[config.mk]
export PLATFORM = sky130hd
export DESIGN_NAME = multicycle_decoder
export DESIGN_NICKNAME = d
export VERILOG_FILES = /design/src/rtl/multicycle_decoder.sv
export SDC_FILE = /design/constraint.sdc
export NUM_CORES = 1
export LEC_CHECK = 0
export CAP_MARGIN = 25
export CORE_MARGIN = 2
export CORE_UTILIZATION = 40
export DETAILED_ROUTE_END_ITERATION = 7
export PLACE_DENSITY = 0.64
export SLEW_MARGIN = 40
export SYNTH_ARGS = -nofsm -noshare
export SYNTH_HDL_FRONTEND = slang
export SYNTH_SLANG_ARGS = --single-unit
[constraint.sdc]
create_clock -name clk_i -period 2.5 [get_ports clk_i]
set_input_delay 0.5 -clock clk_i [delete_from_list [all_inputs] [get_ports clk_i]]
set_output_delay 0.5 -clock clk_i [all_outputs]
set_load 0.1 [all_outputs]
[src/rtl/multicycle_decoder.sv]
// ----------------------------------------------------------------------------
// multicycle_decoder
//   Sequential opcode decoder for the multicycle datapath. It accepts one
//   opcode per valid/ready handshake and steps it through DECODE, EXEC (one
//   cycle, or MUL_LAT cycles for MULT_OP) and WB. All outputs are registered.
//   flush_i aborts the in-flight opcode, and rst_i is an asynchronous reset.
//
//   Optional feature macro: DECODER_ILLEGAL_TRAP_EN
//     Defined   : if an opcode has any bit set above the ALU op field, it is
//                 retired from DECODE directly through WB with trap_o pulsed
//                 and no register write.
//     Undefined : there is no trap_o port, and every opcode is decoded
//                 normally.
// ----------------------------------------------------------------------------
module multicycle_decoder #(
  parameter int              OP_W    = 6,
  parameter int              ALUOP_W = 4,
  parameter logic [OP_W-1:0] MULT_OP = OP_W'(12),
  parameter int              MUL_LAT = 3
) (
  input  logic               clk_i,
  input  logic               rst_i,
  input  logic               instr_valid_i,
  input  logic [OP_W-1:0]    instr_op_i,
  output logic               instr_ready_o,
  input  logic               flush_i,
  output logic [ALUOP_W-1:0] alu_op_o,
  output logic               alu_src_o,
  output logic               reg_dst_o,
  output logic               branch_o,
  output logic               reg_write_o,
  output logic               busy_o,
  output logic               done_o
`ifdef DECODER_ILLEGAL_TRAP_EN
  ,
  output logic               trap_o
`endif
);

  // The EXEC down-counter only needs to hold MUL_LAT-1.
  localparam int                CNT_W    = (MUL_LAT > 1) ? $clog2(MUL_LAT) : 1;
  localparam logic [CNT_W-1:0]  CNT_LOAD = CNT_W'(MUL_LAT - 1);

  typedef enum logic [1:0] {
    S_IDLE   = 2'd0,
    S_DECODE = 2'd1,
    S_EXEC   = 2'd2,
    S_WB     = 2'd3
  } state_t;

  state_t             state_q;
  logic [OP_W-1:0]    op_q;
  logic [CNT_W-1:0]   cnt_q;
  logic               ready_q;
  logic               busy_q;
  logic [ALUOP_W-1:0] alu_op_q;
  logic               alu_src_q;
  logic               reg_dst_q;
  logic               branch_q;
  logic               reg_write_q;
  logic               done_q;

  // Decode fields derived from the latched opcode only. The live input bus is
  // ignored once the opcode has been accepted.
  logic [ALUOP_W-1:0] dec_alu_op;
  logic               dec_branch;
  logic               dec_alu_src;
  logic               dec_reg_write;
  logic               dec_reg_dst;
  logic [CNT_W-1:0]   dec_cnt_init;

  assign dec_alu_op    = op_q[ALUOP_W-1:0];
  assign dec_branch    = op_q[2];
  assign dec_alu_src   = op_q[3];
  assign dec_reg_write = ~op_q[2];
  assign dec_reg_dst   = (op_q == '0);
  assign dec_cnt_init  = (op_q == MULT_OP) ? CNT_LOAD : '0;

`ifdef DECODER_ILLEGAL_TRAP_EN
  logic trap_q;
  logic dec_illegal;

  // The opcode is illegal if any bit above the ALU op field is set. If the
  // two fields are the same width, no opcode is illegal.
  if (ALUOP_W < OP_W) begin : g_illegal
    assign dec_illegal = |op_q[OP_W-1:ALUOP_W];
  end else begin : g_no_illegal
    assign dec_illegal = 1'b0;
  end

  assign trap_o = trap_q;
`endif

  // Single registered FSM. It holds the state, the latched opcode, the EXEC
  // counter and every output register.
  always_ff @(posedge clk_i or posedge rst_i) begin
    // NOTE: state is updated with non-blocking assignments. Every register then
    // samples the pre-edge values, whatever the statement order.
    if (rst_i) begin
      state_q     <= S_IDLE;
      op_q        <= '0;
      cnt_q       <= '0;
      ready_q     <= 1'b1;
      busy_q      <= 1'b0;
      alu_op_q    <= '0;
      alu_src_q   <= 1'b0;
      reg_dst_q   <= 1'b0;
      branch_q    <= 1'b0;
      reg_write_q <= 1'b0;
      done_q      <= 1'b0;
`ifdef DECODER_ILLEGAL_TRAP_EN
      trap_q      <= 1'b0;
`endif
    end else if (flush_i) begin
      // Abort: return to IDLE with every strobe and control cleared. In IDLE
      // this also blocks acceptance for this cycle.
      state_q     <= S_IDLE;
      cnt_q       <= '0;
      ready_q     <= 1'b1;
      busy_q      <= 1'b0;
      alu_op_q    <= '0;
      alu_src_q   <= 1'b0;
      reg_dst_q   <= 1'b0;
      branch_q    <= 1'b0;
      reg_write_q <= 1'b0;
      done_q      <= 1'b0;
`ifdef DECODER_ILLEGAL_TRAP_EN
      trap_q      <= 1'b0;
`endif
    end else begin
      case (state_q)
        S_IDLE: begin
          if (instr_valid_i && ready_q) begin
            op_q    <= instr_op_i;
            state_q <= S_DECODE;
            ready_q <= 1'b0;
            busy_q  <= 1'b1;
          end
        end

        S_DECODE: begin
`ifdef DECODER_ILLEGAL_TRAP_EN
          if (dec_illegal) begin
            // Retire without execution. The controls stay at 0.
            state_q <= S_WB;
            done_q  <= 1'b1;
            trap_q  <= 1'b1;
          end else begin
`else
          begin
`endif
            state_q   <= S_EXEC;
            alu_op_q  <= dec_alu_op;
            alu_src_q <= dec_alu_src;
            reg_dst_q <= dec_reg_dst;
            cnt_q     <= dec_cnt_init;
            // With a single EXEC cycle, that first cycle is also the final
            // cycle, so the branch strobe starts here.
            branch_q  <= dec_branch && (dec_cnt_init == '0);
          end
        end

        S_EXEC: begin
          if (cnt_q == '0) begin
            state_q     <= S_WB;
            branch_q    <= 1'b0;
            reg_write_q <= dec_reg_write;
            done_q      <= 1'b1;
          end else begin
            cnt_q    <= cnt_q - 1'b1;
            // Raise the branch strobe on the edge into the final EXEC cycle.
            branch_q <= dec_branch && (cnt_q == CNT_W'(1));
          end
        end

        S_WB: begin
          state_q     <= S_IDLE;
          ready_q     <= 1'b1;
          busy_q      <= 1'b0;
          alu_op_q    <= '0;
          alu_src_q   <= 1'b0;
          reg_dst_q   <= 1'b0;
          branch_q    <= 1'b0;
          reg_write_q <= 1'b0;
          done_q      <= 1'b0;
`ifdef DECODER_ILLEGAL_TRAP_EN
          trap_q      <= 1'b0;
`endif
        end

        default: begin
          state_q <= S_IDLE;
          ready_q <= 1'b1;
          busy_q  <= 1'b0;
        end
      endcase
    end
  end

  assign instr_ready_o = ready_q;
  assign busy_o        = busy_q;
  assign alu_op_o      = alu_op_q;
  assign alu_src_o     = alu_src_q;
  assign reg_dst_o     = reg_dst_q;
  assign branch_o      = branch_q;
  assign reg_write_o   = reg_write_q;
  assign done_o        = done_q;

endmodule

==> impl_metrics.env <==
export IMPL_setup_viol=0
export IMPL_diodes=0
export IMPL_rsz0062_at_grt="false"
export IMPL_fin_nets=137
export IMPL_drtAntennaViolNets=0
export IMPL_worst_pin_slew_ps=703.0
export IMPL_fmax_ghz=0.5647
export IMPL_die_x_um=54.99
export IMPL_path_delay_family="flip-flops"
export IMPL_leakage_nw=0.6104
export IMPL_wl_per_cell_um=13.73
export IMPL_syn_num_nets=114
export IMPL_clk_pin_slew_ps=120
export IMPL_place_area_um2=1235
export IMPL_overflow=0
export IMPL_startpoint="state_q[0]"
export IMPL_reg2reg_slack_ps=730
export IMPL_synth_seq_cells=20
export IMPL_dieArea_um2=3023
export IMPL_netlist_top_cells_area="dfrtp_1, mux2_4, ha_1, a21oi_1, o21ai_0"
export IMPL_maxCapViolations=0
export IMPL_r2r_start="state_q[0]"
export IMPL_hold_viol_final=0
export IMPL_start_util_pct=41.97
export IMPL_dp_hpwl_um=1537
export IMPL_fin_worst_skew_ps=5.557
export IMPL_layout_setup_ws_ps=729.1
export IMPL_antenna_found_initial=0
export IMPL_first_iter_violations=20
export IMPL_slew_headroom_pct=52.84
export IMPL_fin_area_um2=1271
export IMPL_place_gp_congestion=0.7129
export IMPL_clockRootBuffer="clkbuf_4"
export IMPL_crit_required_ps=2700
export IMPL_power_per_cell_area_nw_per_um2=1251
export IMPL_rows=18
export IMPL_grt_max_degree=21
export IMPL_die_y_um=54.99
export IMPL_cp_depth=5
export IMPL_worstPathMaxFanout=8
export IMPL_via_per_inst=5.133
export IMPL_worstHoldPathType="primary input to asynchronous set/reset pin"
export IMPL_r2r_cells=5
export IMPL_final_setup_tns_ps=0
export IMPL_synth_common_cells="dfrtp_1, a21oi_1, nand2_1"
export IMPL_syn_area_um2=1040
export IMPL_grt_use_total_pct=15.60
export IMPL_synth_edf_count=0
export IMPL_io_pins=21
export IMPL_area_growth_pct=22.26
export IMPL_htree_levels=1
export IMPL_synth_cells=98
export IMPL_outcome="complete, no violations"
export IMPL_endpoint_kind="register"
export IMPL_finalWirelength_um=2059
export IMPL_first_pass_iters=4
export IMPL_slowest_delay_ps=470
export IMPL_critPathSlowestCell="dfrtp_1"
export IMPL_vias=770
export IMPL_ys_warn_count=0
export IMPL_drive_gt1_share_pct=21.67
export IMPL_postSynthAreaPerCell_um2=10.61
export IMPL_clock_sinks=20
export IMPL_portBuffers=20
export IMPL_cts_setup_buffers=0
export IMPL_clock_latency_ps=300
export IMPL_start_kind="register"
export IMPL_fin_hold_ws_ps=513.7
export IMPL_fillers=255
export IMPL_fin_crit_ps=1771
export IMPL_synth_top_cell_area_share_pct=45.73
export IMPL_cts_resized=0
export IMPL_cts_tree="yes"
export IMPL_synth_most_common_cell="dfrtp_1"
export IMPL_crit_type="register to register"
export IMPL_placedCellCount=146
export IMPL_route_detailed_drc=0
export IMPL_dpl_worst_slack_ps=719.7
export IMPL_synth_distinct_cells=27
export IMPL_ys_async_sr_fraction_pct=100.0
export IMPL_cts_buffers=3
export IMPL_yosysSeqAreaShare_pct=48.26
export IMPL_slew_viol_final=0
export IMPL_rr_endpoint="op_q[4]"
export IMPL_path_buf_inv=1
export IMPL_period_share_pct=70.84
export IMPL_synth_main_ff_cell="dfrtp_1"
export IMPL_grt_first_pass_wirelength_um=3291
export IMPL_yosys_area_top_type="dfrtp_1"
export IMPL_irDropWorstVdd_uv=752.5
export IMPL_crit_arrival_ps=1970
export IMPL_stdcell_count=150
export IMPL_cts_hold_buf=0
export IMPL_coreArea_um2=2477
export IMPL_clockBufferDepth=2
export IMPL_grt_pass1_vias=730
export IMPL_critPathCapture="op_q[4]"
export IMPL_path_cells="inv_1 > ha_1 > nand3_1 > nand2b_4 > mux2_4"
[metrics by stage]
step | util, % | total power, mW
6_report | 51.31 | 1.590
5_1_grt | 51.31 | 1.688
3_5_place_dp | 49.85 | 1.407
4_1_cts | 51.31 | 1.605
2_1_floorplan | - | 1.235
3_3_place_gp | 49.85 | 1.395
[cells by family after synthesis]
logic type	Yosys count	share of synthesized area, %
AOI/OAI and AO/OA	25	14.56
adders and majority gates	6	7.220
buffers and inverters	10	4.693
DFF	20	48.26
muxes	6	8.665
and+or+nand+nor	31	16.61
[sequential cells by signal, indices dropped and copies added (netlist names)]
register and cells:
instr_ready_o 1, reg_dst_o 1, busy_o 1, alu_op_o 4
branch_o 1, done_o 1, reg_write_o 1, state_q 2
cnt_q 2, op_q 6
[per-layer routing]
metal  vias up  wire length [µm]  track usage, %
met5         -                 0               0
met3         4                69           2.419
met2        17              1003           26.19
li1        382                 -               -
met4         0                24           7.317
met1       367               962           19.56
[layout by cell type (no fill, tap or decap)]
cell type / synthesis / final
ha_1: 6 / 6
and2b_1: 2 / 2
clkbuf_4: 0 / 3
o21ai_0: 7 / 7
o31ai_1: 1 / 1
o22ai_1: 1 / 1
nor2_1: 7 / 7
nand2b_1: 2 / 2
clkinv_1: 0 / 1
and2_1: 1 / 1
nand3_1: 5 / 5
dfrtp_1: 19 / 19
a21bo_2: 1 / 1
buf_4: 1 / 12
inv_1: 7 / 6
nor4_2: 1 / 1
nand2b_4: 1 / 1
dfstp_2: 1 / 1
clkdlybuf4s50_1: 0 / 9
a21boi_0: 1 / 1
clkbuf_8: 0 / 1
nand4b_1: 1 / 1
o211a_1: 1 / 1
nand2_1: 8 / 8
a21oi_1: 9 / 9
mux2_4: 6 / 6
nor2b_1: 2 / 2
a22oi_1: 4 / 4
and4b_1: 1 / 1
[power by group]
| group | leakage (nW) | internal (mW) | total [mW] | switching [mW] |
|---|---|---|---|---|
| Combinational | 0.331 | 0.297 | 0.866 | 0.570 |
| Clock | 0.0210 | 0.0888 | 0.191 | 0.102 |
| Sequential | 0.258 | 0.438 | 0.533 | 0.0949 |
| Total | 0.610 | 0.824 | 1.59 | 0.766 |
[worst min-delay path by stage]
stage,start,to,slack (ps),cells past startpoint
global placement,branch_o,branch_o,490,2
CTS,reg_dst_o,reg_dst_o,530,2
global route,reg_dst_o,reg_dst_o,560,2
finish,rst_i,state_q[1],510,2
floorplan,rst_i,alu_op_o[0],460,1
detailed placement,branch_o,branch_o,510,2
[final cells by class]
type | instances | area (µm²) | share of cell area, %
well taps | 30 | 37.54 | 2.953
repair buffers | 21 | 180.2 | 14.17
multi-input cells | 68 | 489.2 | 38.48
inverters | 7 | 26.28 | 2.067
clock buffers | 4 | 36.28 | 2.854
flip-flops and latches | 20 | 501.7 | 39.47
Power figures use the tool's default switching activity.
